`src/rtl/capture_pkg.sv`:
```
// Shared types and constants for the capture controller: FSM states, buffer geometry
// and the auto-trigger timeout.
package capture_pkg;

  localparam int unsigned DEPTH           = 256;
  localparam int unsigned ADDR_W          = 8;
  localparam int unsigned DATA_W          = 8;
  localparam int unsigned CNT_W           = 9;
  localparam int unsigned AT_W            = 23;
  localparam int unsigned AUTOTRIG_CYCLES = 5000000;

  typedef enum logic [2:0] {
    StIdle,
    StPrefill,
    StArmed,
    StPost,
    StDump
  } state_e;

  // Post-trigger samples still to be written once pretrig samples precede the trigger.
  function automatic logic [CNT_W-1:0] post_len(logic [ADDR_W-1:0] pretrig);
    return CNT_W'(DEPTH) - {1'b0, pretrig};
  endfunction

endpackage

```
`src/rtl/capture_ctrl_if.sv`:
```
// Control, sample and memory-write signals of the capture controller.
// slave is the controller side, master the side that drives it.
interface capture_ctrl_if;
  import capture_pkg::*;

  logic              arm;
  logic              force_trig;
  logic              trig_rising;
  logic [DATA_W-1:0] trig_level;
  logic [ADDR_W-1:0] pretrig;
  logic              adc_valid;
  logic [DATA_W-1:0] adc_data;
  logic              mem_we;
  logic [ADDR_W-1:0] mem_waddr;
  logic [DATA_W-1:0] mem_wdata;
  logic              dump_activate;
  logic              dump_done;
  logic [ADDR_W-1:0] start_addr;
  logic              busy;
  logic              triggered;

  modport master (
    output arm, force_trig, trig_rising, trig_level, pretrig, adc_valid, adc_data, dump_done,
    input  mem_we, mem_waddr, mem_wdata, dump_activate, start_addr, busy, triggered
  );

  modport slave (
    input  arm, force_trig, trig_rising, trig_level, pretrig, adc_valid, adc_data, dump_done,
    output mem_we, mem_waddr, mem_wdata, dump_activate, start_addr, busy, triggered
  );

endinterface

```
`src/rtl/trig_detect.sv`:
```
// Edge trigger detector: remembers the previous accepted sample and flags a threshold
// crossing on the current one. hit_o is combinational and lasts the sample's cycle.
module trig_detect
  import capture_pkg::*;
(
  input  logic              clk_i,
  input  logic              rst_ni,
  input  logic              clear_i,
  input  logic              sample_i,
  input  logic [DATA_W-1:0] data_i,
  input  logic [DATA_W-1:0] level_i,
  input  logic              rising_i,
  output logic              hit_o
);

  logic [DATA_W-1:0] prev_q, prev_d;
  logic              prev_valid_q, prev_valid_d;
  logic              rise_hit, fall_hit;

  always_comb begin
    prev_d       = prev_q;
    prev_valid_d = prev_valid_q;
    if (clear_i) begin
      prev_valid_d = 1'b0;
    end else if (sample_i) begin
      prev_d       = data_i;
      prev_valid_d = 1'b1;
    end
  end

  always_comb begin
    rise_hit = (prev_q < level_i) && (data_i >= level_i);
    fall_hit = (prev_q >= level_i) && (data_i < level_i);
    hit_o    = sample_i && prev_valid_q && (rising_i ? rise_hit : fall_hit);
  end

  always_ff @(posedge clk_i or negedge rst_ni) begin
    if (!rst_ni) begin
      prev_q       <= '0;
      prev_valid_q <= 1'b0;
    end else begin
      prev_q       <= prev_d;
      prev_valid_q <= prev_valid_d;
    end
  end

endmodule

```
`src/rtl/capture_ctrl.sv`:
```
// Pre/post-trigger capture controller writing a 256-entry circular sample buffer.
// Define CAPTURE_AUTOTRIG_EN to force a trigger after 0.1 s spent waiting in ARMED.
module capture_ctrl
  import capture_pkg::*;
(
  input  logic           clk_50mhz,
  input  logic           reset,
  capture_ctrl_if.slave  bus
);

  state_e            state_q, state_d;
  logic [ADDR_W-1:0] wptr_q, wptr_d;
  logic [CNT_W-1:0]  cnt_q, cnt_d;
  logic [ADDR_W-1:0] pretrig_q, pretrig_d;
  logic [DATA_W-1:0] level_q, level_d;
  logic              rising_q, rising_d;
  logic              mem_we_q, mem_we_d;
  logic [ADDR_W-1:0] mem_waddr_q, mem_waddr_d;
  logic [DATA_W-1:0] mem_wdata_q, mem_wdata_d;
  logic [ADDR_W-1:0] start_addr_q, start_addr_d;
  logic              triggered_q, triggered_d;

  logic accept, arm_take, hit, auto_trig, force_req;

  assign accept   = bus.adc_valid &&
                    (state_q inside {StPrefill, StArmed, StPost});
  assign arm_take = bus.arm && (state_q == StIdle);

  trig_detect u_trig_detect (
    .clk_i    (clk_50mhz),
    .rst_ni   (reset),
    .clear_i  (arm_take),
    .sample_i (accept),
    .data_i   (bus.adc_data),
    .level_i  (level_q),
    .rising_i (rising_q),
    .hit_o    (hit)
  );

`ifdef CAPTURE_AUTOTRIG_EN
  logic [AT_W-1:0] at_cnt_q, at_cnt_d;

  // Counter is held at zero outside ARMED, so every entry into ARMED starts from 0.
  always_comb begin
    at_cnt_d  = (state_q == StArmed) ? at_cnt_q + 1'b1 : '0;
    auto_trig = (state_q == StArmed) && (at_cnt_q == AT_W'(AUTOTRIG_CYCLES - 1));
  end

  always_ff @(posedge clk_50mhz or negedge reset) begin
    if (!reset) begin
      at_cnt_q <= '0;
    end else begin
      at_cnt_q <= at_cnt_d;
    end
  end
`else
  assign auto_trig = 1'b0;
`endif

  assign force_req = bus.force_trig || auto_trig;

  always_comb begin
    state_d      = state_q;
    wptr_d       = wptr_q;
    cnt_d        = cnt_q;
    pretrig_d    = pretrig_q;
    level_d      = level_q;
    rising_d     = rising_q;
    mem_we_d     = 1'b0;
    mem_waddr_d  = mem_waddr_q;
    mem_wdata_d  = mem_wdata_q;
    start_addr_d = start_addr_q;
    triggered_d  = triggered_q;

    if (accept) begin
      mem_we_d    = 1'b1;
      mem_waddr_d = wptr_q;
      mem_wdata_d = bus.adc_data;
      wptr_d      = wptr_q + 1'b1;
    end

    unique case (state_q)
      StIdle: begin
        if (bus.arm) begin
          pretrig_d   = bus.pretrig;
          level_d     = bus.trig_level;
          rising_d    = bus.trig_rising;
          wptr_d      = '0;
          cnt_d       = '0;
          triggered_d = 1'b0;
          state_d     = (bus.pretrig != '0) ? StPrefill : StArmed;
        end
      end
      StPrefill: begin
        if (accept) begin
          cnt_d = cnt_q + 1'b1;
          if (cnt_q + 1'b1 == {1'b0, pretrig_q}) begin
            cnt_d   = '0;
            state_d = StArmed;
          end
        end
      end
      StArmed: begin
        if (hit) begin
          // The trigger sample itself is post-sample 1, written at wptr_q.
          start_addr_d = wptr_q - pretrig_q;
          triggered_d  = 1'b1;
          cnt_d        = CNT_W'(1);
          state_d      = (post_len(pretrig_q) == CNT_W'(1)) ? StDump : StPost;
        end else if (force_req) begin
          // Post-sample 1 is the next accepted sample, after any write this cycle.
          start_addr_d = wptr_d - pretrig_q;
          triggered_d  = 1'b1;
          cnt_d        = '0;
          state_d      = StPost;
        end
      end
      StPost: begin
        if (accept) begin
          cnt_d = cnt_q + 1'b1;
          if (cnt_q + 1'b1 == post_len(pretrig_q)) begin
            state_d = StDump;
          end
        end
      end
      StDump: begin
        if (bus.dump_done) begin
          triggered_d = 1'b0;
          state_d     = StIdle;
        end
      end
      default: state_d = StIdle;
    endcase
  end

  always_ff @(posedge clk_50mhz or negedge reset) begin
    if (!reset) begin
      state_q      <= StIdle;
      wptr_q       <= '0;
      cnt_q        <= '0;
      pretrig_q    <= '0;
      level_q      <= '0;
      rising_q     <= 1'b0;
      mem_we_q     <= 1'b0;
      mem_waddr_q  <= '0;
      mem_wdata_q  <= '0;
      start_addr_q <= '0;
      triggered_q  <= 1'b0;
    end else begin
      state_q      <= state_d;
      wptr_q       <= wptr_d;
      cnt_q        <= cnt_d;
      pretrig_q    <= pretrig_d;
      level_q      <= level_d;
      rising_q     <= rising_d;
      mem_we_q     <= mem_we_d;
      mem_waddr_q  <= mem_waddr_d;
      mem_wdata_q  <= mem_wdata_d;
      start_addr_q <= start_addr_d;
      triggered_q  <= triggered_d;
    end
  end

  assign bus.mem_we        = mem_we_q;
  assign bus.mem_waddr     = mem_waddr_q;
  assign bus.mem_wdata     = mem_wdata_q;
  assign bus.start_addr    = start_addr_q;
  assign bus.triggered     = triggered_q;
  assign bus.busy          = (state_q != StIdle);
  assign bus.dump_activate = (state_q == StDump);

endmodule

```
`src/flat_wrapper.sv`:
```
// flat-port wrapper written by rule: the top's interface ports become plain ports
module capture_ctrl_flat import capture_pkg::*;
  (clk_50mhz, reset, bus_arm, bus_force_trig, bus_trig_rising, bus_trig_level, bus_pretrig, bus_adc_valid, bus_adc_data, bus_dump_done, bus_mem_we, bus_mem_waddr, bus_mem_wdata, bus_dump_activate, bus_start_addr, bus_busy, bus_triggered);
  capture_ctrl_if bus_i ();
  input  logic clk_50mhz;
  input  logic reset;
  input wire logic [$bits(bus_i.arm)-1:0] bus_arm;
  input wire logic [$bits(bus_i.force_trig)-1:0] bus_force_trig;
  input wire logic [$bits(bus_i.trig_rising)-1:0] bus_trig_rising;
  input wire logic [$bits(bus_i.trig_level)-1:0] bus_trig_level;
  input wire logic [$bits(bus_i.pretrig)-1:0] bus_pretrig;
  input wire logic [$bits(bus_i.adc_valid)-1:0] bus_adc_valid;
  input wire logic [$bits(bus_i.adc_data)-1:0] bus_adc_data;
  input wire logic [$bits(bus_i.dump_done)-1:0] bus_dump_done;
  output wire logic [$bits(bus_i.mem_we)-1:0] bus_mem_we;
  output wire logic [$bits(bus_i.mem_waddr)-1:0] bus_mem_waddr;
  output wire logic [$bits(bus_i.mem_wdata)-1:0] bus_mem_wdata;
  output wire logic [$bits(bus_i.dump_activate)-1:0] bus_dump_activate;
  output wire logic [$bits(bus_i.start_addr)-1:0] bus_start_addr;
  output wire logic [$bits(bus_i.busy)-1:0] bus_busy;
  output wire logic [$bits(bus_i.triggered)-1:0] bus_triggered;
  assign bus_i.arm = bus_arm;
  assign bus_i.force_trig = bus_force_trig;
  assign bus_i.trig_rising = bus_trig_rising;
  assign bus_i.trig_level = bus_trig_level;
  assign bus_i.pretrig = bus_pretrig;
  assign bus_i.adc_valid = bus_adc_valid;
  assign bus_i.adc_data = bus_adc_data;
  assign bus_i.dump_done = bus_dump_done;
  assign bus_mem_we = bus_i.mem_we;
  assign bus_mem_waddr = bus_i.mem_waddr;
  assign bus_mem_wdata = bus_i.mem_wdata;
  assign bus_dump_activate = bus_i.dump_activate;
  assign bus_start_addr = bus_i.start_addr;
  assign bus_busy = bus_i.busy;
  assign bus_triggered = bus_i.triggered;
  capture_ctrl u_core (.clk_50mhz(clk_50mhz), .reset(reset), .bus(bus_i));
endmodule
```
`config.mk`:
```
export PLATFORM = sky130hd
export DESIGN_NAME = capture_ctrl_flat
export DESIGN_NICKNAME = d
export VERILOG_FILES = /design/src/rtl/capture_pkg.sv /design/src/rtl/capture_ctrl_if.sv /design/src/rtl/trig_detect.sv /design/src/rtl/capture_ctrl.sv /design/src/flat_wrapper.sv
export SDC_FILE = /design/constraint.sdc
export NUM_CORES = 1
export LEC_CHECK = 0
export ABC_AREA = 0
export BUFFER_PORTS_ARGS = -buffer_cell sky130_fd_sc_hd__buf_2
export CORE_ASPECT_RATIO = 1.1
export CORE_MARGIN = 2
export CORE_UTILIZATION = 54
export CTS_BUF_LIST = sky130_fd_sc_hd__clkbuf_8
export DETAILED_ROUTE_END_ITERATION = 8
export PLACE_DENSITY_LB_ADDON = 0.05
export SLEW_MARGIN = 15
export SYNTH_ARGS = -nofsm -noshare
export SYNTH_HDL_FRONTEND = slang
export SYNTH_HIERARCHICAL = 1
export SYNTH_SLANG_ARGS = --single-unit
```
`constraint.sdc`:
```
create_clock -name clk_50mhz -period 3.45 [get_ports clk_50mhz]
set_input_delay 0 -clock clk_50mhz [delete_from_list [all_inputs] [get_ports clk_50mhz]]
set_output_delay 0 -clock clk_50mhz [all_outputs]
set_load 0.02 [all_outputs]
```
==> Yosys cells after proc, flatten, opt, wreduce, memory -nomap -nowiden <==
Cells that the tools add are included.
{ "op_classes": {"n_eq_ne": 14, "add_sub_neg": 5, "mux": 32, "bitwise": 1, "magnitude_cmp": 4, "reduce_logical": 20} }
{ "op_table": {"columns": ["operator", "count"], "rows": [
  ["$mux 9", 6],
  ["$mux 8", 5],
  ["$pmux 9 s4", 1],
  ["$mux 3", 9],
  ["$ge 8x8->1", 2],
  ["$lt 8x8->1", 2],
  ["$sub 8x8->8", 2],
  ["$pmux 3 s5", 1],
  ["$ne 2x2->1 const B", 6],
  ["$add 9x1->9 const B", 1],
  ["$eq 9x1->1 const B", 1],
  ["$eq 9x8->1", 1],
  ["$eq 9x9->1", 1],
  ["$reduce_bool 3->1", 3],
  ["$sub 9x8->9 const A", 1],
  ["$add 8x1->8 const B", 1],
  ["$mux 1", 8],
  ["$reduce_bool 8->1", 1],
  ["$reduce_and 7->1", 1],
  ["$eq 3x2->1 const B", 2],
  ["$logic_and 1x1->1", 6],
  ["$reduce_and 2->1", 3],
  ["$reduce_and 5->1", 1],
  ["$reduce_and 4->1", 1],
  ["other kinds (9)", 10]
]} }
{ "totals": {"regBits": 72, "out_inout_bits": 28, "input_bits": 31} }

==> Logic depth before layout (Yosys ltp) <==
Gate-level depths: netlist (run 1).
{ "depth": {"word_depth": 7, "depth_mapped": 19, "mapped_depth_nobuf": 18} }

==> Modules after synthesis <==
The synthesis (run 1) kept the hierarchy.
{ "modules_own_cells": {"columns": ["mod", "cells_each", "area_each_um2", "n_inst", "seq_area_each_um2"], "rows": [
  ["capture_ctrl", 365, 3657.3, 1, 1576.5],
  ["trig_detect", 73, 730.7, 1, 225.2]
]} }

==> Least setup slack after synthesis (run 1) <==
OpenSTA, ideal clock, no wires.
{ "synth_path": {"path_kind": "reg-to-reg", "startpoint": "reg u_core.level_q[1]", "endpoint": "reg u_core.start_addr_q[5] (netlist: u_core/bus.start_addr[5])", "required_ns": 3.325, "path_stages_with_launch": 19, "arrival_time_ns": 3.550, "slack_ns": -0.225, "path_cell_list": "dfrtp_1 inv_1 ha_1 nor2b_2 o211ai_2 a31o_1 a2111o_1 a21oi_1 clkbuf_1 nor2b_1 mux2_2 ha_1 nor2b_1 o21ai_0 a21boi_0 o21ai_0 nand2_1 xor2_1 mux2_2"} }
{ "synth_between": {"elab_chain_cells": 6} }
{ "synth_rtl": {"columns": ["element", "line", "source"], "rows": [
  ["start, declared", "capture_ctrl.sv:15", "logic [DATA_W-1:0] level_q, level_d;"],
  ["start signal, assigned", "capture_ctrl.sv:154", "level_q <= level_d;"],
  ["$ge 8x8->1, or another cell as far along", "trig_detect.sv:33", "fall_hit = (prev_q >= level_i) && (data_i < level_i);"],
  ["$logic_and 1x1->1 (on tied branches)", "trig_detect.sv:33, trig_detect.sv:32", null],
  ["$mux 1 *", "trig_detect.sv:34", "hit_o = sample_i && prev_valid_q && (rising_i ? rise_hit : fall_hit);"],
  ["$logic_and 1x1->1 *", "trig_detect.sv:34", null],
  ["named net u_core.hit", "capture_ctrl.sv:23", "logic accept, arm_take, hit, auto_trig, force_req;"],
  ["$reduce_bool 2->1 (no source line)", null, null],
  ["$reduce_and 2->1 (no source line)", null, null],
  ["end signal, assigned", "capture_ctrl.sv:159", "start_addr_q <= start_addr_d;"],
  ["end, declared", "capture_ctrl.sv:20", "logic [ADDR_W-1:0] start_addr_q, start_addr_d;"]
]} }
Mark *: on every way through the listed nets, which the timed path passes. The rest lies on a longest branch.
A chain may end at the register's enable or synchronous reset.

==> Final worst setup path (run 1) <==
{ "layout_path": {"startpoint": "reg u_core.level_q[1]", "endpoint": "reg u_core.start_addr_q[6] (netlist: u_core/bus.start_addr[6])"} }
The elaborated chain is that of the path after synthesis.

==> results of run 1 <==
==> sequential cells by signal, indices dropped and copies added (netlist names), 3 cells and up <==
| name | count |
|---|---|
| u_core/cnt_q | 9 |
| u_core/bus.mem_waddr | 8 |
| u_core/bus.mem_wdata | 8 |
| u_core/bus.start_addr | 8 |
| u_core/level_q | 8 |
| u_core/pretrig_q | 8 |
| u_core/u_trig_detect/prev_q | 8 |
| u_core/wptr_q | 8 |
| u_core/state_q | 3 |
==> where the power goes <==
part	leakage, nW	internal (mW)	switching (mW)
Clock	0.0889	0.260	0.337
Combinational	1.52	1.52	1.59
Sequential	0.882	1.21	0.354
==> cells by family (layout without fill, tap and decap cells) <==
| kind of cell | after synthesis | count (layout) | synth area share (%) |
|---|---|---|---|
| flip-flops | 72 | 72 | 41.1 |
| AO/OA/AOI/OAI | 82 | 82 | 11.9 |
| adder cells (fa/ha/maj) | 28 | 28 | 8.16 |
| XOR/XNOR | 35 | 35 | 8.24 |
| multiplexers | 38 | 38 | 9.67 |
| buffers and inverters | 43 | 145 | 4.33 |
| AND/OR/NAND/NOR | 140 | 140 | 16.6 |
==> per-stage QoR <==
step	worst slack (ns)	hold WS, ns
floorplan	0.0147	-0.296
global placement	-0.0283	0.190
detailed placement	-0.0849	0.191
CTS	0.0283	0.122
global route	-0.161	0.161
finish	0.0259	0.143
==> cells in the final DEF, fill, tap and decap left out, types with 7 or more instances in the layout <==
cell	count
a21oi_1	15
a21oi_2	7
a31oi_1	8
buf_2	57
buf_4	21
clkbuf_8	9
dfrtp_1	72
dlygate4sd3_1	27
ha_1	19
ha_4	7
inv_1	22
mux2_2	31
nand2_1	43
nand3_1	8
nand4_1	12
nor2_1	27
o21ai_0	21
xnor2_1	15
xor2_1	15
==> what timing repair did <==
action | CTS | global route
hold buffers | 27 | 0
pin swaps | 9 | 14
gates resized for setup | 14 | 19
hold endpoints to repair | 106 | 0
endpoints found under the setup margin | 3 | 5
buffers inserted | 3 | 2
==> cell type report <==
type	count	area, sq um
clock buffer	9	124
clock inverter	7	48.8
fill	663	2430
inverter	23	86.3
multi-input combinational	323	2560
sequential	72	1800
tap	108	135
timing repair buffer	106	724
==> critical path: stages, from the launching register on <==
cell	delay, ns
dfrtp_1	0.40
inv_2	0.09
ha_4	0.20
nor2b_4	0.12
o211ai_1	0.19
a21oi_1	0.10
a2111o_1	0.38
a21oi_2	0.18
nor2b_2	0.07
buf_4	0.14
xnor2_2	0.12
ha_2	0.20
fa_2	0.34
nor2b_1	0.12
o21ai_1	0.07
nand2b_1	0.10
a21o_1	0.15
a21oi_2	0.07
xor2_1	0.18
o21ai_1	0.07
==> layer usage <==
layer / routed length [um] / share of wire (%)
met1: 4420 / 42
met2: 5300 / 51
met3: 397 / 3.8
met4: 317 / 3.0
met5: 0 / 0
==> how the worst min path moves through the flow <==
stage / startpoint / endpoint / slack (ns)
floorplan: reset / u_core/bus.mem_waddr[0] / -0.30
global placement: reset / u_core/cnt_q[7] / 0.19
detailed placement: reset / u_core/cnt_q[4] / 0.19
CTS: bus_adc_valid / u_core/u_trig_detect/prev_valid_q / 0.12
global route: bus_adc_valid / u_core/u_trig_detect/prev_valid_q / 0.16
finish: bus_adc_valid / u_core/u_trig_detect/prev_valid_q / 0.14
==> reports/summary.txt, run 1 <==
Mapped Area = 0.00439 sq mm
Syn-to-layout area delta = 25.0%
first-pass GRT wire length = 17200 um
CTS sink count = 72
antenna-violating nets left = 0
# rows = 34
antenna violations before repair = 0
final worst path period share = 99.2%
area of the die = 0.00886 sq mm
finished layout cell area = 0.00548 sq mm
Post-Synthesis Net Count = 497
R2R setup slack = 0.03 ns
Worst R2R End = u_core/bus.start_addr[6]
final cell count without fillers = 648
Synth Flop Type = dfrtp_1
starting density of the core = 55.5%
Setup crit end = u_core/bus.start_addr[6]
Routability Congestion = 0.888
fin crit period = 3.42 ns
TritonCTS clock tree = done
syn_area_per_cell = 10.0 sq um
# IOs = 59
WL final = 10400 um
max-slew violations = 0
largest area contributor in the netlist = dfrtp_1
Worst setup SP type = flop
Max Root-Sink Buffers = 2
placed cell area = 0.00484 sq mm
routed length per instance = 16.1 um
routing usage on met3 = 4.13%
number of port buffers = 58
top-count cell post-synth = dfrtp_1
die height = 98.5 um
R2R cell count = 19
Worst-Skew Late Latency = 0.35 ns
Worst Skew = 0.00704 ns
count of final setup violators = 0
ys async rst share = 100%
status = finished clean
count of cells along the worst hold path = 4
Setup TNS = 0 ns
die width = 90.0 um
H-tree Lvls = 3
Slew HR = 38.6%
sequential-to-total area share from yosys stat = 41.1%
most frequent cells after synthesis = dfrtp_1 (72), nand2_1 (43), mux2_2 (33)
clock buffer count from CTS = 9
met1 Use GR = 29.0%
RSZ-0062 raised after global routing = yes
Reg clk slew, reported paths = 0.08 ns
Tot Pwr = 5.26 mW
gr busiest metal = met2
Crit Reg-Reg Startpoint = u_core/level_q[1]
GRT Total Usage = 24.2%
Synth top area share = 41.1%
root buffer cell = clkbuf_8
TritonRoute pass-1 iters = 5
Syn Inst Count = 438
share of layout cells above drive strength 1 = 30.7%
placed insts = 600
gr ovfl total = 0
synth unique cells = 65
Worst-Margin Slew = 0.921 ns
WS Path Type = flop to flop
Peak Freq = 292 MHz
crit path DAT = 3.64 ns
yosys warns = 6
vias in the first global route = 3684
initial DRC count = 95
final hold viol count = 0
CORE AREA = 0.00791 sq mm
Post-synth EDFFs = 0
top post-synthesis cells by area = dfrtp_1 (41%), mux2_2 (8.5%), ha_1 (7.7%), nand2_1 (3.7%), xnor2_1 (3.2%)
Max Cap Viol = 0
Worst Path Max Fanout = 3
critical path launch point = u_core/level_q[1]
Hold Path Class = primary input to flop
ANT cells = 0
DRC errors left = 0
CP endpoint kind = flop
maximum vdd drop = 0.000578 V
leakage power = 2.49 nW
Synth Register Bits = 72
Critical Path RT = 3.66 ns
met2 GRT Util = 42.4%
Core Util, Final = 69.3%
Nets = 594
vias per cell = 5.53
dpl hpwl = 7170 um
power density cells = 960 mW/mm^2
Via Count = 3584
largest net degree at the start of global routing = 73
Note: power is estimated with default switching activity, not from simulation.
==> run 2: changes to the inputs <==
- RECOVER_POWER: not set -> 50
==> run 2 against run 1 <==
  * The flow now finishes with violations (max-capacitance violations, max-slew violations)
  * Count of clock-buffer cells in the layout unchanged
  * Worst hold slack better by 0.0027 ns
  * Power down 0.55%
  * Largest cell class unchanged
  * Largest power group unchanged
==> reports/summary.txt, run 2 (synthesis results as in run 1) <==
internal power = 2.95 mW
Switch Pwr = 2.29 mW
Hold Path Class = primary input to flop
Setup TNS = 0 ns
max-slew violations = 73
Net Sw Frac = 43.7%
leakage power = 2.41 nW
Worst-Skew Late Latency = 0.34 ns
final worst path period share = 99.3%
antenna violations before repair = 0
number of port buffers = 58
Slew HR = -19.7%
share of layout cells above drive strength 1 = 25.9%
Peak Freq = 292 MHz
Top Layer Used = met4
Routability Congestion = 0.888
vias per cell = 5.55
root buffer cell = clkbuf_8
TritonCTS clock tree = done
Crit-path slowest cell = dfrtp_1
die height = 98.5 um
Comb pwr share = 58.7%
Critical Path RT = 3.66 ns
starting density of the core = 55.5%
TritonRoute pass-1 iters = 4
gr ovfl total = 0
CORE AREA = 0.00791 sq mm
CTS sink count = 72
DRC errors left = 0
Sequential Power Share = 29.9%
power density cells = 961 mW/mm^2
Top delay family on crit path = compound AO/OA/AOI/OAI gates
CP endpoint kind = flop
Worst Path Max Fanout = 3
Worst-Margin Slew = 1.80 ns
antenna-violating nets left = 0
Via Count = 3594
initial DRC count = 95
Max Cap Viol = 1
Worst setup SP type = flop
Syn-to-layout area delta = 24.2%
Reg clk slew, reported paths = 0.08 ns
Clock Power Share = 11.4%
# IOs = 59
WL met3 = 396 um
count of final setup violators = 0
Worst Skew = 0.00725 ns
status = complete, but fails checks
dpl hpwl = 7170 um
clock buffer count from CTS = 9
setup ws final = 0.0255 ns
vias in the first global route = 3684
die width = 90.0 um
violated checks = max-capacitance violations, max-slew violations
most common cell after layout, fill and taps aside = dfrtp_1
met2 WL = 5340 um
first-pass GRT wire length = 17200 um
Nets = 594
DP Worst Slack = -0.0849 ns
max reg flops = 9
RSZ-0062 raised after global routing = yes
most frequent cells in the layout = dfrtp_1 (72), nand2_1 (43), buf_2 (31), mux2_2 (31)
GRT Total Usage = 24.2%
H-tree Lvls = 3
routed length per instance = 16.2 um
ANT cells = 0
# rows = 34
largest net degree at the start of global routing = 73
area of the die = 0.00886 sq mm
worst path bufs/invs = 2
maximum vdd drop = 0.000572 V
CP Cell Sequence = inv_2 > ha_4 > nor2b_4 > o211ai_1 > a21oi_1 > a2111o_1 > a21oi_2 > nor2b_2 > buf_4 > xnor2_2 > ha_2 > fa_2 > nor2b_1 > o21ai_1 > nand2b_1 > a21o_1 > a21oi_2 > xor2_1 > o21ai_1
WL final = 10500 um
crit path DAT = 3.63 ns
Top reg by flops = u_core/cnt_q
Critical Path Max Stage Delay = 0.40 ns
Max Root-Sink Buffers = 2
fin crit period = 3.42 ns
final hold viol count = 0
WL met1 = 4440 um
WS Path Type = flop to flop
-- run 2: cell count changes in the layout (fill, tap and decap cells not counted), sizes merged --
cell	delta
buf	-27
clkbuf	+27
-- run 2: power groups by stage --
stage | sequential, mW | clock (mW) | combinational [mW]
global route | 1.63 | 0.648 | 3.37
CTS | 1.55 | 0.609 | 2.87
floorplan | 1.62 | 0 | 1.81
detailed placement | 1.56 | 0 | 2.67
global placement | 1.55 | 0 | 2.61
finish | 1.57 | 0.597 | 3.07
-- run 2: final timing paths --
check | from | to | slack, ns | cells after the start
max in group asynchronous | reset | u_core/u_trig_detect/prev_q[1] | 1.71 | 2
worst min-delay path | bus_adc_valid | u_core/u_trig_detect/prev_valid_q | 0.15 | 4
worst min register to register | u_core/bus.start_addr[1] | u_core/bus.start_addr[1] | 0.48 | 2
min in group asynchronous | reset | u_core/cnt_q[4] | 0.65 | 2
worst max register to register | u_core/level_q[1] | u_core/bus.start_addr[6] | 0.03 | 19
worst max-delay path | u_core/level_q[1] | u_core/bus.start_addr[6] | 0.03 | 19
-- run 2: timing repair --
item / CTS / global route
setup buffers: 3 / 2
endpoints found under the hold margin: 106 / 0
pin swaps: 9 / 14
setup endpoints to repair: 3 / 5
resized for setup: 14 / 19
hold buffers: 27 / 0
-- run 2: routing by layer --
metal,global-route usage (%),vias to the layer above
met2,42.4,93
li1,-,1751
met1,29.0,1723
met5,0,-
met4,12.3,0
met3,4.13,27
-- run 2: tightest hold or removal path, delay by kind of cell --
kind / cells / cell delay [ns]
AND/OR/NAND/NOR: 3 / 0.33
buffers and inverters: 1 / 0.13
-- run 2: layout make-up --
cell class	instances	area, sq um
multi-input combinational	323	2560
inverter	23	86.3
fill	671	2460
clock inverter	7	48.8
sequential	72	1800
clock buffer	9	124
timing repair buffer	106	689
tap	108	135
-- run 2: stage by stage --
| step | area, sq um | util (%) | power, mW | cells | hold slack [ns] |
|---|---|---|---|---|---|
| final | 5450 | 68.8 | 5.24 | 648 | 0.145 |
| after global routing | 5450 | 68.8 | 5.64 | 648 | 0.161 |
| after CTS | 5390 | 68.1 | 5.03 | 646 | 0.122 |
| after detailed placement | 4840 | 61.1 | 4.23 | 600 | 0.191 |
| after global placement | 4840 | 61.1 | 4.16 | 600 | 0.190 |
| after floorplan | 4390 | - | 3.43 | 438 | -0.296 |
